<file path="config.mk">
export PLATFORM = sky130hd
export DESIGN_NAME = cplx_mul_seq_flat
export DESIGN_NICKNAME = d
export VERILOG_FILES = /design/src/rtl/cplx_mul_pkg.sv /design/src/rtl/cplx_mul_seq_if.sv /design/src/rtl/cplx_mul_mac.sv /design/src/rtl/cplx_mul_seq.sv /design/src/flat_wrapper.sv
export SDC_FILE = /design/constraint.sdc
export NUM_CORES = 1
export LEC_CHECK = 0
export BUFFER_PORTS_ARGS = -buffer_cell sky130_fd_sc_hd__clkbuf_2
export CAP_MARGIN = 20
export CORE_ASPECT_RATIO = 0.5
export CORE_UTILIZATION = 55
export CTS_CLUSTER_SIZE = 10
export DETAILED_ROUTE_END_ITERATION = 6
export PLACE_DENSITY = 0.77
export SYNTH_ARGS = -nofsm -noshare
export SYNTH_HDL_FRONTEND = slang
export SYNTH_SLANG_ARGS = --single-unit
</file>
<file path="constraint.sdc">
create_clock -name clk -period 7.3 [get_ports clk]
set_input_delay 0.73 -clock clk [delete_from_list [all_inputs] [get_ports clk]]
set_output_delay 0.73 -clock clk [all_outputs]
set_load 0.02 [all_outputs]
</file>
<file path="src/rtl/cplx_mul_pkg.sv">
// Shared types and width/offset helpers for the sequential complex multiplier.
package cplx_mul_pkg;

   typedef enum logic [1:0] {
      IDLE = 2'd0,
      MUL  = 2'd1,
      RES  = 2'd2
   } state_t;

   localparam int STEP_W = 2;

   // Field indices: op_data {a_re, a_im, b_re, b_im}, res_data {p_re, p_im}, MSB field first
   localparam int F_A_RE = 0;
   localparam int F_A_IM = 1;
   localparam int F_B_RE = 2;
   localparam int F_B_IM = 3;
   localparam int F_P_RE = 0;
   localparam int F_P_IM = 1;

   function automatic int prod_w(input int dw);
      return 2 * dw;
   endfunction

   function automatic int acc_w(input int dw);
      return 2 * dw + 1;
   endfunction

   function automatic int res_w(input int dw);
      return 2 * dw + 2;
   endfunction

   function automatic int op_lsb(input int dw, input int idx);
      return (3 - idx) * dw;
   endfunction

   function automatic int res_lsb(input int dw, input int idx);
      return (1 - idx) * res_w(dw);
   endfunction

endpackage

</file>
<file path="src/rtl/cplx_mul_seq_if.sv">
// Operand and result valid/ready channels of the complex multiplier.
interface cplx_mul_seq_if #(
   parameter int DWIDTH = 8
);
   logic                  op_val;
   logic                  op_rdy;
   logic [4*DWIDTH-1:0]   op_data;
   logic                  res_val;
   logic                  res_rdy;
   logic [4*DWIDTH+3:0]   res_data;

   modport master (
      output op_val, op_data, res_rdy,
      input  op_rdy, res_val, res_data
   );

   modport slave (
      input  op_val, op_data, res_rdy,
      output op_rdy, res_val, res_data
   );
endinterface

</file>
<file path="src/rtl/cplx_mul_mac.sv">
// One signed multiplier feeding a clearable add/subtract accumulator.
module cplx_mul_mac
   import cplx_mul_pkg::*;
#(
   parameter int DWIDTH = 8
) (
   input  logic                             clk,
   input  logic                             rst_n,
   input  logic                             clr,
   input  logic                             en,
   input  logic                             sub,
   input  logic signed [DWIDTH-1:0]         x,
   input  logic signed [DWIDTH-1:0]         y,
   output logic signed [acc_w(DWIDTH)-1:0]  acc_nxt
);
   localparam int PW = prod_w(DWIDTH);
   localparam int AW = acc_w(DWIDTH);

   logic signed [PW-1:0] x_ext;
   logic signed [PW-1:0] y_ext;
   logic signed [PW-1:0] prod;
   logic signed [AW-1:0] prod_ext;
   logic signed [AW-1:0] acc_q;

   assign x_ext    = {{DWIDTH{x[DWIDTH-1]}}, x};
   assign y_ext    = {{DWIDTH{y[DWIDTH-1]}}, y};
   assign prod     = x_ext * y_ext;
   assign prod_ext = {prod[PW-1], prod};

   // acc_nxt is exported so the final step can be packed into the result in the same edge
   always_comb begin
      acc_nxt = acc_q;
      if (clr)
         acc_nxt = '0;
      else if (en)
         acc_nxt = sub ? (acc_q - prod_ext) : (acc_q + prod_ext);
   end

   always_ff @(posedge clk or negedge rst_n) begin
      if (!rst_n)
         acc_q <= '0;
      else
         acc_q <= acc_nxt;
   end

endmodule

</file>
<file path="src/rtl/cplx_mul_seq.sv">
// Sequential signed complex multiplier, p = a*b over four multiply steps.
// CPLX_MUL_BACK2BACK_EN: accept the next operand in the same edge the result is taken.
//
// state | meaning
// IDLE  | waiting for an operand pair, op_rdy high
// MUL   | four multiply/accumulate steps, step 0..3
// RES   | result held on res_data with res_val high until res_rdy
module cplx_mul_seq
   import cplx_mul_pkg::*;
#(
   parameter int DWIDTH = 8
) (
   input  logic           clk,
   input  logic           rst_n,
   input  logic           sw_rst,
   cplx_mul_seq_if.slave  bus
);
   localparam int AW = acc_w(DWIDTH);
   localparam int RW = res_w(DWIDTH);

   localparam int A_RE_LSB = op_lsb(DWIDTH, F_A_RE);
   localparam int A_IM_LSB = op_lsb(DWIDTH, F_A_IM);
   localparam int B_RE_LSB = op_lsb(DWIDTH, F_B_RE);
   localparam int B_IM_LSB = op_lsb(DWIDTH, F_B_IM);
   localparam int P_RE_LSB = res_lsb(DWIDTH, F_P_RE);
   localparam int P_IM_LSB = res_lsb(DWIDTH, F_P_IM);

   state_t                   state_q, state_d;
   logic [STEP_W-1:0]        step_q, step_d;
   logic [4*DWIDTH-1:0]      op_q;
   logic                     res_val_q, res_val_d;
   logic [2*RW-1:0]          res_data_q, res_data_d;
   logic                     rdy_q, rdy_d;
   logic                     op_rdy;
   logic                     accept;
   logic                     mac_clr;
   logic                     en_re, en_im, sub_re;
   logic signed [DWIDTH-1:0] a_re, a_im, b_re, b_im;
   logic signed [DWIDTH-1:0] mul_x, mul_y;
   logic signed [AW-1:0]     acc_re_nxt, acc_im_nxt;

   assign a_re = op_q[A_RE_LSB +: DWIDTH];
   assign a_im = op_q[A_IM_LSB +: DWIDTH];
   assign b_re = op_q[B_RE_LSB +: DWIDTH];
   assign b_im = op_q[B_IM_LSB +: DWIDTH];

   // rdy_q keeps op_rdy low while in reset even when ready is decoded from state
`ifdef CPLX_MUL_BACK2BACK_EN
   assign op_rdy = rdy_q && ((state_q == IDLE) || ((state_q == RES) && bus.res_rdy));
`else
   assign op_rdy = rdy_q;
`endif

   assign accept       = bus.op_val && op_rdy;
   assign bus.op_rdy   = op_rdy;
   assign bus.res_val  = res_val_q;
   assign bus.res_data = res_data_q;

   always_ff @(posedge clk or negedge rst_n) begin
      if (!rst_n) begin
         state_q    <= IDLE;
         step_q     <= '0;
         op_q       <= '0;
         res_val_q  <= 1'b0;
         res_data_q <= '0;
         rdy_q      <= 1'b0;
      end else if (sw_rst) begin
         state_q    <= IDLE;
         step_q     <= '0;
         op_q       <= '0;
         res_val_q  <= 1'b0;
         res_data_q <= '0;
         rdy_q      <= 1'b0;
      end else begin
         state_q    <= state_d;
         step_q     <= step_d;
         res_val_q  <= res_val_d;
         res_data_q <= res_data_d;
         rdy_q      <= rdy_d;
         if (accept)
            op_q <= bus.op_data;
      end
   end

   always_comb begin
      state_d = state_q;
      unique case (state_q)
         IDLE:    if (accept) state_d = MUL;
         MUL:     if (&step_q) state_d = RES;
         RES:     if (bus.res_rdy) state_d = accept ? MUL : IDLE;
         default: state_d = IDLE;
      endcase
   end

   // Step order: re += a_re*b_re, re -= a_im*b_im, im += a_re*b_im, im += a_im*b_re
   always_comb begin
      step_d     = (state_q == MUL) ? step_q + STEP_W'(1) : '0;
      mac_clr    = accept || sw_rst;
      en_re      = (state_q == MUL) && !step_q[1];
      en_im      = (state_q == MUL) && step_q[1];
      sub_re     = step_q[0];
      mul_x      = step_q[0] ? a_im : a_re;
      mul_y      = (step_q[0] ^ step_q[1]) ? b_im : b_re;
      res_val_d  = (state_d == RES);
      res_data_d = res_data_q;
      if ((state_q == MUL) && (&step_q)) begin
         res_data_d[P_RE_LSB +: RW] = {acc_re_nxt[AW-1], acc_re_nxt};
         res_data_d[P_IM_LSB +: RW] = {acc_im_nxt[AW-1], acc_im_nxt};
      end
`ifdef CPLX_MUL_BACK2BACK_EN
      rdy_d = 1'b1;
`else
      rdy_d = (state_d == IDLE);
`endif
   end

   cplx_mul_mac #(.DWIDTH(DWIDTH)) u_mac_re (
      .clk     (clk),
      .rst_n   (rst_n),
      .clr     (mac_clr),
      .en      (en_re),
      .sub     (sub_re),
      .x       (mul_x),
      .y       (mul_y),
      .acc_nxt (acc_re_nxt)
   );

   cplx_mul_mac #(.DWIDTH(DWIDTH)) u_mac_im (
      .clk     (clk),
      .rst_n   (rst_n),
      .clr     (mac_clr),
      .en      (en_im),
      .sub     (1'b0),
      .x       (mul_x),
      .y       (mul_y),
      .acc_nxt (acc_im_nxt)
   );

endmodule
</file>
<file path="src/flat_wrapper.sv">
// flat-port wrapper written by rule: the top's interface ports become plain ports
module cplx_mul_seq_flat import cplx_mul_pkg::*;
#(
   parameter int DWIDTH = 8
)
  (clk, rst_n, sw_rst, bus_op_val, bus_op_data, bus_res_rdy, bus_op_rdy, bus_res_val, bus_res_data);
  cplx_mul_seq_if #(.DWIDTH(DWIDTH)) bus_i ();
  input  logic clk;
  input  logic rst_n;
  input  logic sw_rst;
  input wire logic [$bits(bus_i.op_val)-1:0] bus_op_val;
  input wire logic [$bits(bus_i.op_data)-1:0] bus_op_data;
  input wire logic [$bits(bus_i.res_rdy)-1:0] bus_res_rdy;
  output wire logic [$bits(bus_i.op_rdy)-1:0] bus_op_rdy;
  output wire logic [$bits(bus_i.res_val)-1:0] bus_res_val;
  output wire logic [$bits(bus_i.res_data)-1:0] bus_res_data;
  assign bus_i.op_val = bus_op_val;
  assign bus_i.op_data = bus_op_data;
  assign bus_i.res_rdy = bus_res_rdy;
  assign bus_op_rdy = bus_i.op_rdy;
  assign bus_res_val = bus_i.res_val;
  assign bus_res_data = bus_i.res_data;
  cplx_mul_seq #(.DWIDTH(DWIDTH)) u_core (.clk(clk), .rst_n(rst_n), .sw_rst(sw_rst), .bus(bus_i));
endmodule
</file>
# --- Word-level counts from Yosys, hierarchy flattened ---
# Index checks and enable logic that the tools add are counted.
totals:
  mem_count: 0
  ram_bits: 0
  latchBits: 0
  romBits: 0
  output_inout_bits: 38
  reg_bits: 108
classes:
  multipliers: 1
  n_div: 0
  n_addsub: 4
  n_shift: 0
  muxes: 21
  bitwise: 1
  n_reduce_logical: 11
  eq_ne: 3
  order_cmp: 0
ops:
  columns: ["cell", "count"]
  rows:
  - ["2-to-1 mux 17 bit", 5]
  - ["2-to-1 mux 36 bit", 2]
  - ["2-to-1 mux 32 bit", 2]
  - ["adder 17 x 16 -> 17 bit", 2]
  - ["subtractor 17 x 16 -> 17 bit", 1]
  - ["multiplier 8 x 8 -> 16 bit", 1]
  - ["2-to-1 mux 8 bit", 2]
  - ["2-to-1 mux 2 bit", 6]
  - ["case mux 2 bit (3 select lines)", 1]
  - ["equality test 2 bit, second input constant", 2]
  - ["logical AND 1 bit", 4]
  - ["zero test 2 bit", 2]
  - ["nonzero test 2 bit", 2]
  - ["2-to-1 mux 1 bit", 3]
  - ["adder 2 x 1 -> 2 bit, second input constant", 1]
  - ["equality test 2 x 1 -> 1 bit, second input constant", 1]
  - ["AND reduction 2 bit", 1]
  - ["zero test 1 bit", 1]
  - ["logical OR 1 bit", 1]
  - ["XOR 1 bit", 1]

# --- Longest topological paths before layout ---
depth:
  word_depth: 9
  mapped_depth: 30
  mapped_depth_nobuf: 29

# --- Modules after synthesis ---
# From an unflattened synthesis, not the netlist that was laid out.
hier_totals:
  hier_cells: 1282
  hier_area_um2: 11654.9
modules_own_cells:
  columns: ["module", "area_per_inst_um2", "seq_area_each_um2", "cells_each", "n_inst"]
  rows:
  - ["cplx_mul_mac (u_core.u_mac_im)", 4399.2, 425.4, 525, 1]
  - ["cplx_mul_mac (u_core.u_mac_re)", 4272.8, 425.4, 494, 1]
  - ["cplx_mul_seq", 2982.9, 1801.7, 263, 1]

# --- Worst setup path after synthesis ---
# OpenSTA, ideal clock, no wires.
synth_path:
  path_kind: "reg2reg"
  startpoint: "register u_core.step_q[1]"
  endpoint: "register u_core.res_data_q[34] (netlist: u_core.bus.res_data[34])"
  required_time_ns: 7.172
  period_less_slack_ns: 7.314
  t_arrival_ns: 7.186
  setup_slack_ns: -0.014
  setup_ns: 0.128
  path_buffers: 1
  path_stages_with_launch: 30
  cell_sequence: "dfrtp_1 ha_1 clkbuf_1 mux2i_1 or2_2 fa_1 inv_1 fa_1 fa_1 inv_1 fa_1 inv_1 ha_1 and2_1 mux2i_1 o21ai_0 nor4_4 nand4b_1 nor2b_1 xnor2_1 ha_1 o21ai_1 nand2b_1 a21oi_1 a31oi_1 a31o_2 a21boi_0 a221o_1 mux2i_1 mux2_1"
synth_via:
  elab_chain_len: 9
  elab_cells_between_ends: 15
  classes_between: "2 x add/sub; 1 x mul; 6 x mux; 1 x bitwise; 5 x reduce/logical"
synth_rtl:
  columns: ["element", "line_no", "text"]
  rows:
  - ["start, declared", "cplx_mul_seq.sv:29", "logic [STEP_W-1:0] step_q, step_d;"]
  - ["start signal, assigned", "cplx_mul_seq.sv:76", "step_q <= step_d;"]
  - ["XOR 1 bit", "cplx_mul_seq.sv:103", "mul_y = (step_q[0] ^ step_q[1]) ? b_im : b_re;"]
  - ["2-to-1 mux 8 bit", "cplx_mul_seq.sv:103", null]
  - ["multiplier 8 x 8 -> 16 bit", "cplx_mul_mac.sv:27", "assign prod = x_ext * y_ext;"]
  - ["adder 17 x 16 -> 17 bit / subtractor 17 x 16 -> 17 bit (equally long branches)", "cplx_mul_mac.sv:36", "acc_nxt = sub ? (acc_q - prod_ext) : (acc_q + prod_ext);"]
  - ["2-to-1 mux 17 bit", "cplx_mul_mac.sv:36", null]
  - ["2-to-1 mux 17 bit (*)", "cplx_mul_mac.sv:35", "else if (en)"]
  - ["2-to-1 mux 17 bit (*)", "cplx_mul_mac.sv:33", "if (clr)"]
  - ["via u_core.acc_re_nxt[16]", "cplx_mul_seq.sv:40", "logic signed [AW-1:0] acc_re_nxt, acc_im_nxt;"]
  - ["2-to-1 mux 36 bit (*)", "cplx_mul_seq.sv:106", "if ((state_q == MUL) && (&step_q)) begin"]
  - ["2-to-1 mux 36 bit (*)", "cplx_mul_seq.sv:67", "end else if (sw_rst) begin"]
  - ["end signal, assigned", "cplx_mul_seq.sv:78", "res_data_q <= res_data_d;"]
  - ["end, declared", "cplx_mul_seq.sv:32", "logic [2*RW-1:0] res_data_q, res_data_d;"]
# Mark *: on every way through the listed nets, which the timed path passes. The rest lies on a longest branch. The select of a mux whose other input is x is not followed.
# A chain may end at the register's enable or synchronous reset.

# --- Worst setup path after layout ---
layout_path:
  startpoint: "register u_core.step_q[0]"
  endpoint: "register u_core.res_data_q[34] (netlist: u_core.bus.res_data[34])"
layout_via:
  elab_chain_len: 9
  elab_cells_between_ends: 14
  classes_between: "2 x add/sub; 1 x mul; 7 x mux; 1 x bitwise; 3 x reduce/logical"
layout_rtl:
  columns: ["element", "line_no"]
  rows:
  - ["XOR 1 bit", "cplx_mul_seq.sv:103"]
  - ["2-to-1 mux 8 bit", "cplx_mul_seq.sv:103"]
  - ["multiplier 8 x 8 -> 16 bit", "cplx_mul_mac.sv:27"]
  - ["adder 17 x 16 -> 17 bit / subtractor 17 x 16 -> 17 bit (equally long branches)", "cplx_mul_mac.sv:36"]
  - ["2-to-1 mux 17 bit (*)", "cplx_mul_mac.sv:36"]
  - ["2-to-1 mux 17 bit (*)", "cplx_mul_mac.sv:35"]
  - ["2-to-1 mux 17 bit (*)", "cplx_mul_mac.sv:33"]
  - ["via u_core.acc_re_nxt[16]", "cplx_mul_seq.sv:40"]
  - ["2-to-1 mux 36 bit (*)", "cplx_mul_seq.sv:106"]
  - ["2-to-1 mux 36 bit (*)", "cplx_mul_seq.sv:67"]
# Marked as above.

==> flow_results.org <==
** Status
- The flow ran to the end, and the final reports show no timing, DRC or antenna violations.

** Logic synthesis
- Register bit count reported by yosys :: 106
- Synth Warn # :: 0
- Part of the Yosys area used for sequential elements :: 30.89%
- Counting flops with an async set or reset pin after synthesis yields a share of 100.0%.
- Summing every instance area after synthesis gives 8587 µm².
- In the synthesized netlist the dominant register cell turns out to be sky130_fd_sc_hd__dfrtp_1.
- After synthesis, the netlist uses 62 different library cells.
- When the netlist entered floorplanning its net count stood at 1094.
- Counting every instance in the synthesized netlist gives 937.
- A synthesized cell averages 9.164 µm².
- EDFF count, synth :: 0

** Timing
- Worst-margin pin slew :: 868.4 ps
- In the final timing run, aggregate negative setup slack is 0 ps.
- Achievable frequency :: 0.1384 GHz
- Final max-slew violation count :: 0
- The worst pin sits at a relative slew slack of 42.10%.
- Subtracting the final worst setup slack from the clock period gives 7225 ps.
- On the final layout, the worst clock skew is 10.80 ps.
- Across all hold checks on the routed design, the worst slack comes to 346.2 ps.
- The final critical path takes up 98.98% of the cycle.
- Number of failing hold endpoints at the final stage :: 0
- The worst path meets setup with 74.52 ps of slack.
- Setup violation total in the final timing report :: 0

** Worst setup path
- On the worst path, the slowest cell contributes a delay of 580 ps.
- CP max-delay cell :: sky130_fd_sc_hd__fa_1
- Critical Path Source Type :: register
- Among the stages of the critical path, the cell type that occurs most often is sky130_fd_sc_hd__buf_4.
- The worst register-to-register path begins at u_core.step_q[0].
- Highest fanout seen on the critical path :: 7
- Arr. time, crit path :: 7470 ps
- The worst setup path is captured at a register.
- Required time reported for the critical path endpoint :: 7540 ps
- Startpoint of the worst setup timing path :: u_core.step_q[0]
- Setup CP Type :: register to register

** Floorplan
- The initial utilization of the core area, before any placement, comes to 57.80%.
- Area inside the core boundary :: 14860 µm²
- In this run the horizontal extent of the chip is 178.7 µm.
- The floorplan step set the die height to 90.36 µm.
- Top Ports :: 75
- Die area :: 16150 µm²
- # rows :: 31

** Clock tree
- TritonCTS Buffers :: 9
- For this design, the sink count on the clock tree is 106.
- Largest buffer count on any clock path :: 2
- Worst-Skew Late Latency :: 360 ps
- TritonCTS clock tree :: done
- Clock-pin slew of the registers on the worst-case setup and hold paths :: 80 ps
- Cts-stage hold buffer count :: 0
- In this run the clock root is driven by a sky130_fd_sc_hd__clkbuf_16.
- Number of H-tree branching levels :: 3

** Final layout
- Total area of multi-input combinational cells :: 5862 µm²
- Synthesis-to-layout area growth :: 21.80%
- Flip-flop and latch area :: 2654 µm²
- Number of fill cells in the layout :: 1088
- Of the cells placed in the final design, the portion with a size suffix greater than 1 is 26.73%.
- For this run, the post-layout net count is 1222.
- N_diodes :: 0

** Placement
- The congestion estimate from routability-driven global placement came to 0.9059.
- Final HPWL from detailed placement :: 15190 µm
- Timing analysis after detailed placement gives a worst setup slack of -99.21 ps.
- In this run the tool buffered the top-level ports with 74 buffer cells.

** Power
- Pwr Total :: 1.803 mW
- Max rail drop VDD :: 0.0001316 V
- Pwr dens :: 172.4 nW/µm²
- For this design the static power due to leakage is 5.048 nW.

** Route
- # DRC :: 0
- Summed over all layers, the routed wires come to 22210 µm.
- Count of routing violations after the opening detailed-route iteration :: 509
- The pre-antenna-repair detailed-routing pass consisted of 5 iterations.
- Vias :: 7113
- In this run the remaining antenna-violating nets after routing total 0.
- After detailed routing, the average wire length per cell comes to 17.51 µm.
- In the routed layout, each cell is associated on average with a via count of 5.610.

** Global routing
- After global routing the overflow that remains totals 0.
- Pin count of the biggest net entering global routing :: 62
- First-pass GRT wire length :: 34580 µm
- Overall global routing resource usage :: 26.96%
- Via count of the first global-routing pass :: 7067
- Initial antenna violation count :: 0

** Min path
- Worst hold path class :: input port to async pin

** Flow run
- Max-cap violations in this run came to 0.
## area by class of cell
type / count / share of cell area [%]
Tap cell: 198 / 2.369
Multi-Input combinational cell: 700 / 56.05
Clock buffer: 10 / 2.189
Clock inverter: 6 / 0.5623
Inverter: 100 / 3.589
Sequential cell: 106 / 25.37
Timing Repair Buffer: 148 / 9.870
## placed cells by master (no fill, tap or decap), types with 10 or more instances in the layout
cell	Yosys	routed
sky130_fd_sc_hd__a21o_1	12	12
sky130_fd_sc_hd__a21oi_1	76	71
sky130_fd_sc_hd__buf_4	2	62
sky130_fd_sc_hd__clkbuf_16	0	10
sky130_fd_sc_hd__clkbuf_2	0	73
sky130_fd_sc_hd__dfrtp_1	106	105
sky130_fd_sc_hd__fa_1	57	54
sky130_fd_sc_hd__ha_1	63	50
sky130_fd_sc_hd__inv_1	100	89
sky130_fd_sc_hd__inv_2	0	11
sky130_fd_sc_hd__mux2_2	24	24
sky130_fd_sc_hd__mux2i_1	22	10
sky130_fd_sc_hd__nand2_1	121	121
sky130_fd_sc_hd__nor2_1	95	89
sky130_fd_sc_hd__nor2b_1	12	12
sky130_fd_sc_hd__nor3_1	15	13
sky130_fd_sc_hd__o21a_1	11	11
sky130_fd_sc_hd__o21ai_1	13	12
sky130_fd_sc_hd__o31ai_1	10	10
sky130_fd_sc_hd__or2_2	17	11
sky130_fd_sc_hd__xnor2_1	37	37
## sequential cells by signal, summed over array words and instances, names as in the netlist
signal / flops
u_core.bus.op_rdy: 1
u_core.bus.res_data: 34
u_core.bus.res_val: 1
u_core.op_q: 32
u_core.state_q: 2
u_core.step_q: 2
u_core.u_mac_im.acc_q: 17
u_core.u_mac_re.acc_q: 17
## worst paths after layout
kind,cells past startpoint,slack (ps),to
max,29,70,u_core.bus.res_data[34]
min,1,350,u_core.u_mac_im.acc_q[3]
max reg2reg,29,70,u_core.bus.res_data[34]
min reg2reg,2,490,u_core.bus.res_data[6]
max in group asynchronous,2,5670,u_core.step_q[0]
min in group clk,2,490,u_core.bus.res_data[6]
## per-stage QoR
step | std cells | utilization (%) | area (µm²)
6_report | 1268 | 70.40 | 10460
5_1_grt | 1268 | 70.40 | 10460
4_1_cts | 1246 | 65.95 | 9797
3_5_place_dp | 1229 | 63.79 | 9477
3_3_place_gp | 1229 | 63.79 | 9477
2_1_floorplan | 937 | - | 8588
## worst max-delay path, delay by kind of cell (launching register included)
kind / cells / cell delay (ps)
fa+ha+maj: 7 / 3100
buf+inv: 8 / 970
mux: 4 / 920
compound gates: 5 / 880
simple gates: 4 / 660
flops: 1 / 450
xor+xnor: 1 / 130
## logic make-up after synthesis
logic type	count (synthesis)	share of synthesized area [%]
AOI/OAI and AO/OA	166	12.69
xor gates and xnor gates	51	5.464
adders and majority gates	120	22.47
buffers and inverters	131	5.828
DFF	106	30.89
muxes	47	5.843
and+or+nand+nor	316	16.81
## where the power goes
group	switching, mW	internal [mW]
Clock	0.250	0.241
Sequential	0.0196	0.615
Combinational	0.366	0.311
## routing by layer
metal / GRT usage, % / routed length [µm] / up-vias / share of wire [%]
li1: - / - / 3358 / -
met1: 37.85 / 9850 / 3495 / 44
met2: 43.70 / 10830 / 214 / 49
met3: 4.545 / 1115 / 46 / 5.0
met4: 6.073 / 413 / 0 / 1.9
met5: 0 / 0 / - / 0
## repair_timing
item | 4_1_cts | 5_1_grt
endpoints found under the setup margin | 3 | 10
gates cloned | 0 | 1
pin swaps | 2 | 49
gates resized for setup | 5 | 101
buffers inserted | 1 | 20
## synthesized netlist by cell type (13+ instances only)
library cell / instances / share of area, %
sky130_fd_sc_hd__xnor2_1: 37 / 3.8
sky130_fd_sc_hd__nor2_1: 95 / 4.2
sky130_fd_sc_hd__mux2i_1: 22 / 2.6
sky130_fd_sc_hd__nor3_1: 15 / 0.87
sky130_fd_sc_hd__ha_1: 63 / 9.2
sky130_fd_sc_hd__mux2_2: 24 / 3.1
sky130_fd_sc_hd__dfrtp_1: 106 / 31
sky130_fd_sc_hd__fa_1: 57 / 13
sky130_fd_sc_hd__or2_2: 17 / 1.2
sky130_fd_sc_hd__o21ai_1: 13 / 0.76
sky130_fd_sc_hd__nand2_1: 121 / 5.3
sky130_fd_sc_hd__inv_1: 100 / 4.4
sky130_fd_sc_hd__a21oi_1: 76 / 4.4
sky130_fd_sc_hd__clkbuf_1: 27 / 1.2
Note: power is estimated with default switching activity, not from simulation.
